===== config.mk =====
export PLATFORM = sky130hd
export DESIGN_NAME = td4_fetch_seq
export DESIGN_NICKNAME = d
export VERILOG_FILES = /design/src/rtl/td4_pkg.sv /design/src/rtl/td4_pc.sv /design/src/rtl/td4_fetch_seq.sv
export SDC_FILE = /design/constraint.sdc
export NUM_CORES = 1
export LEC_CHECK = 0
export BUFFER_PORTS_ARGS = -buffer_cell sky130_fd_sc_hd__clkbuf_2
export CORE_MARGIN = 2
export CORE_UTILIZATION = 49
export CTS_BUF_LIST = sky130_fd_sc_hd__clkbuf_8
export DETAILED_ROUTE_END_ITERATION = 7
export PLACE_DENSITY = 0.8
export SYNTH_ARGS = -nofsm -noshare
export SYNTH_HDL_FRONTEND = slang
export SYNTH_HIERARCHICAL = 1
export SYNTH_SLANG_ARGS = --single-unit

===== constraint.sdc =====
create_clock -name clk_i -period 2 [get_ports clk_i]
set_input_delay 0.4 -clock clk_i [delete_from_list [all_inputs] [get_ports clk_i]]
set_output_delay 0.4 -clock clk_i [all_outputs]
set_load 0.005 [all_outputs]

===== src/rtl/td4_pkg.sv =====
// Shared types and defaults for the TD4 fetch sequencer.
package td4_pkg;

  localparam int unsigned ADDR_W_DEF = 4;
  localparam int unsigned INST_W_DEF = 8;
  localparam int unsigned RESET_PC   = 0;

  typedef enum logic [1:0] {
    StIdle,
    StFetch,
    StExec,
    StHalt
  } seq_state_e;

endpackage


===== src/rtl/td4_pc.sv =====
// Program counter: synchronous reset, jump load and increment with natural wrap-around.
module td4_pc import td4_pkg::*; #(
  parameter int unsigned ADDR_W = ADDR_W_DEF
) (
  input  logic              clk_i,
  input  logic              rst_i,
  input  logic              load_i,
  input  logic [ADDR_W-1:0] load_addr_i,
  input  logic              inc_i,
  output logic [ADDR_W-1:0] pc_o
);

  logic [ADDR_W-1:0] pc_d, pc_q;

  always_comb begin
    pc_d = pc_q;
    if (load_i) begin
      pc_d = load_addr_i;
    end else if (inc_i) begin
      pc_d = pc_q + 1'b1;
    end
  end

  always_ff @(posedge clk_i) begin
    if (rst_i) begin
      pc_q <= ADDR_W'(RESET_PC);
    end else begin
      pc_q <= pc_d;
    end
  end

  assign pc_o = pc_q;

endmodule


===== src/rtl/td4_fetch_seq.sv =====
// TD4 instruction-cycle sequencer: FETCH/EXEC FSM, instruction register and retire counter.
// Optional single-step debug (HALT state, dbg_* ports) enabled by defining TD4_SEQ_STEP_EN.
module td4_fetch_seq import td4_pkg::*; #(
  parameter int unsigned ADDR_W = ADDR_W_DEF,
  parameter int unsigned INST_W = INST_W_DEF
) (
  input  logic              clk_i,
  input  logic              rst_i,
  output logic [ADDR_W-1:0] rom_adrs_o,
  input  logic [INST_W-1:0] rom_data_i,
  output logic [INST_W-1:0] inst_o,
  output logic              inst_valid_o,
  input  logic              exec_busy_i,
  input  logic              isjump_i,
  input  logic [ADDR_W-1:0] jumpadrs_i,
  output logic [7:0]        retired_o
`ifdef TD4_SEQ_STEP_EN
  ,
  input  logic              dbg_run_i,
  input  logic              dbg_step_i,
  output logic              dbg_halted_o
`endif
);

`ifdef TD4_SEQ_STEP_EN
  localparam seq_state_e ResetState = StHalt;
  logic dbg_halted_q;
`else
  localparam seq_state_e ResetState = StIdle;
`endif

  seq_state_e        state_q;
  logic [INST_W-1:0] ir_q;
  logic              inst_valid_q;
  logic [7:0]        retired_q;
  logic              exec_exit;
  logic [ADDR_W-1:0] pc;

  // Jump inputs only matter on the cycle EXEC actually completes.
  assign exec_exit = (state_q == StExec) && !exec_busy_i;

  td4_pc #(
    .ADDR_W(ADDR_W)
  ) u_pc (
    .clk_i      (clk_i),
    .rst_i      (rst_i),
    .load_i     (exec_exit && isjump_i),
    .load_addr_i(jumpadrs_i),
    .inc_i      (exec_exit && !isjump_i),
    .pc_o       (pc)
  );

  always_ff @(posedge clk_i) begin
    if (rst_i) begin
      state_q      <= ResetState;
      ir_q         <= '0;
      inst_valid_q <= 1'b0;
      retired_q    <= 8'd0;
`ifdef TD4_SEQ_STEP_EN
      dbg_halted_q <= 1'b1;
`endif
    end else begin
      unique case (state_q)
        StIdle: begin
          state_q <= StFetch;
        end
        StFetch: begin
          ir_q         <= rom_data_i;
          inst_valid_q <= 1'b1;
          state_q      <= StExec;
        end
        StExec: begin
          if (!exec_busy_i) begin
            retired_q    <= retired_q + 8'd1;
            inst_valid_q <= 1'b0;
`ifdef TD4_SEQ_STEP_EN
            if (dbg_run_i) begin
              state_q <= StFetch;
            end else begin
              state_q      <= StHalt;
              dbg_halted_q <= 1'b1;
            end
`else
            state_q <= StFetch;
`endif
          end
        end
        StHalt: begin
`ifdef TD4_SEQ_STEP_EN
          // A step leaves HALT like a run; EXEC exit returns here while dbg_run is low.
          if (dbg_run_i || dbg_step_i) begin
            state_q      <= StFetch;
            dbg_halted_q <= 1'b0;
          end
`else
          state_q <= StIdle;
`endif
        end
        default: begin
          state_q <= ResetState;
        end
      endcase
    end
  end

  assign rom_adrs_o   = pc;
  assign inst_o       = ir_q;
  assign inst_valid_o = inst_valid_q;
  assign retired_o    = retired_q;
`ifdef TD4_SEQ_STEP_EN
  assign dbg_halted_o = dbg_halted_q;
`endif

endmodule


==> results.toml <==
[critical_path]
critPathTopFamily = "simple AND/OR/NAND/NOR gates"
crit_path_cell_trace = "or3b_1 -> buf_4 -> or4_1 -> a21oi_1"
cp.depth = 4
slowest_delay_ps = 470
worst_setup_path_start_kind = "flip-flop"
reg2reg_from = "state_q[1]$_SDFFE_PP0P_"
reg2reg_to = "retired_o[5]$_SDFFE_PP0P_"
crit_slowest_cell = "or4_1"
cp_max_fo = 10
cp-startpoint = "state_q[1]$_SDFFE_PP0P_"
worstPathRequired_ps = 2190
worstSetupPathType = "flip-flop to flip-flop"
reg2regPathDepth = 4
worstPathArrival_ps = 1910
cp-endpoint = "retired_o[5]$_SDFFE_PP0P_"
rrSetupSlack_ps = 270
critical_path.endpoint_type = "flip-flop"
path_buf_inv = 1

[clocking]
cts-root-buf = "clkbuf_8"
tritoncts = "yes"
cts_setup_buffers = 0
h-tree-depth = 1
clock_latency_ps = 260
cts_resized = 0
clk_path_buf_depth = 2
hold_buffers = 0
clkSinkCount = 23
numCtsBuffers = 3
clk_pin_slew_ps = 80

[layout]
multiInputGateArea_um2 = 460
fin_nets = 165
area_growth_pct = 24.4
num-fill-cells = 183
seq_area_um2 = 460
diodes = 0
drive_gt1_frac = 0.301

[detailed_routing]
wl_per_cell_um = 11.4
num_vias = 880
drt_wl_total_um = 1980
via_per_inst = 5.09
drt-initial-drc-count = 13
drt_first_pass_iters = 4
drc = 0
ant_nets = 0

[synthesis]
yosys-top-cells-area = "dfxtp_1 (47%), a21oi_1 (8.2%), nand2_1 (6.6%), nor2_1 (3.5%), mux2i_1 (3.1%)"
synth_ff_type = "dfxtp_1"
yosysWarnings = 6
async_reset_ff_frac = 0
netlist.area_leader.share = 0.474
synth_area_per_cell_um2 = 8.75
synth.net_count = 129
ys_seq_elements = 23
syn_inst = 111
synth_edf_count = 0
ys_types = 30
ys_top_cells_by_count = "dfxtp_1 (23), nand2_1 (17), a21oi_1 (16)"
netlist_area_um2 = 971
synth_seq_area_share = 0.474
synth.most_common_cell = "dfxtp_1"
synth_top_area_cell = "dfxtp_1"

[status]
status = "completed"

[sta]
whs_ps = 350
rsz0062_at_grt = "false"
tns_ps = 0
finClkSkew_ps = 1.92
setup_viol = 0
max_slew_margin = 0.687
hold_viol = 0
post-route-min-period_ps = 1730
finalCritPeriodShare = 0.863
fmax_mhz = 579
maxSlewViolCount = 0
tightestPinTransition_ps = 470

[global_route]
grt_pass1_vias = 857
grt_pass1_wl_um = 3580
gr-total-overflow = 0
antenna_found_initial = 0
grtUsageTotal = 0.187
grt_max_degree = 25

[power_and_ir_drop]
ir_worst_vdd_uv = 547
leakage_uw = 0.000543
powerDensity_nw_per_um2 = 714

[min_path]
min_path_type = "input pin to flip-flop"
hold_start = "rom_data_i[5]"

[place]
place_hpwl_um = 1450
gp_congestion = 0.713
numPortBuffers = 36

[floorplan]
ios = 37
core_um2 = 1920
dieArea_um2 = 2350
die_h_um = 48.5
die_w_um = 48.5
initial_core_util = 0.505
rows = 16

[job]
drv_cap = 0
power breakdown:
group,switching (uW),internal [uW],leakage [uW]
registers,14.8,477,0.000187
clock network,144,139,0.0000255
logic,46.0,40.7,0.000330
total,205,657,0.000543
cell families after synthesis:
kind of cell,count (synthesis),share of synthesized area
flip-flops,23,0.474
multiplexers,5,0.0541
buffers and inverters,11,0.0515
XOR/XNOR,5,0.0451
adder cells (fa/ha/maj),2,0.0258
AO/OA/AOI/OAI,23,0.135
AND/OR/NAND/NOR,42,0.214
flip-flops by register name, summed over array words and instances, names as in the netlist:
signal        cells
state_q           2
u_pc/pc_o         4
inst_o            8
retired_o         8
inst_valid_o      1
worst min-delay path by stage:
stage                                   endpoint  depth (start not counted)
final                     inst_o[5]$_SDFFE_PP0P_                          3
after global routing      inst_o[1]$_SDFFE_PP0P_                          3
after CTS                 inst_o[4]$_SDFFE_PP0P_                          3
after detailed placement  inst_o[5]$_SDFFE_PP0P_                          2
after global placement    inst_o[4]$_SDFFE_PP0P_                          2
after floorplan           inst_o[0]$_SDFFE_PP0P_                          2
final cells by class:
class	count	area share
clock buffers	3	0.0342
flip-flops and latches	23	0.381
repair buffers	37	0.155
multi-input cells	77	0.381
clock inverters	1	0.00415
well taps	27	0.0280
inverters	5	0.0155
cells in the final DEF, fill, tap and decap left out, drive strengths merged:
master,instances
nand3b,1
or3b,1
nor3,1
ha,2
and4bb,1
nor2,9
a31o,1
xnor2,3
xor2,2
nor2b,1
mux2i,3
o31ai,2
nand3,2
nand2,17
clkinv,1
or4,2
a21oi,16
and2b,1
dfxtp,23
clkbuf,39
a211oi,1
o21a,2
nand2b,1
nand4,4
inv,5
or3,1
o21ai,1
buf,1
mux2,2
metrics by stage:
step	area, um^2	cells	total power, uW	setup WS [ps]	util
2_1_floorplan	971	111	550	261	-
3_3_place_gp	1160	169	586	221	0.604
3_5_place_dp	1160	169	590	154	0.604
4_1_cts	1210	173	869	266	0.628
5_1_grt	1210	173	898	153	0.628
6_report	1210	173	862	273	0.628
routing by layer:
layer  up-vias  GRT usage  share of wire
met5         -          0              0
met4         0     0.0714          0.013
met3         4     0.0247          0.049
met2        21      0.338           0.50
met1       408      0.226           0.44
li1        447          -              -
worst min-delay path, stage by stage:
cell and delay [ps]:
clkbuf_2 80, nand2_1 50, a21oi_1 50
Power figures use the tool's default switching activity.
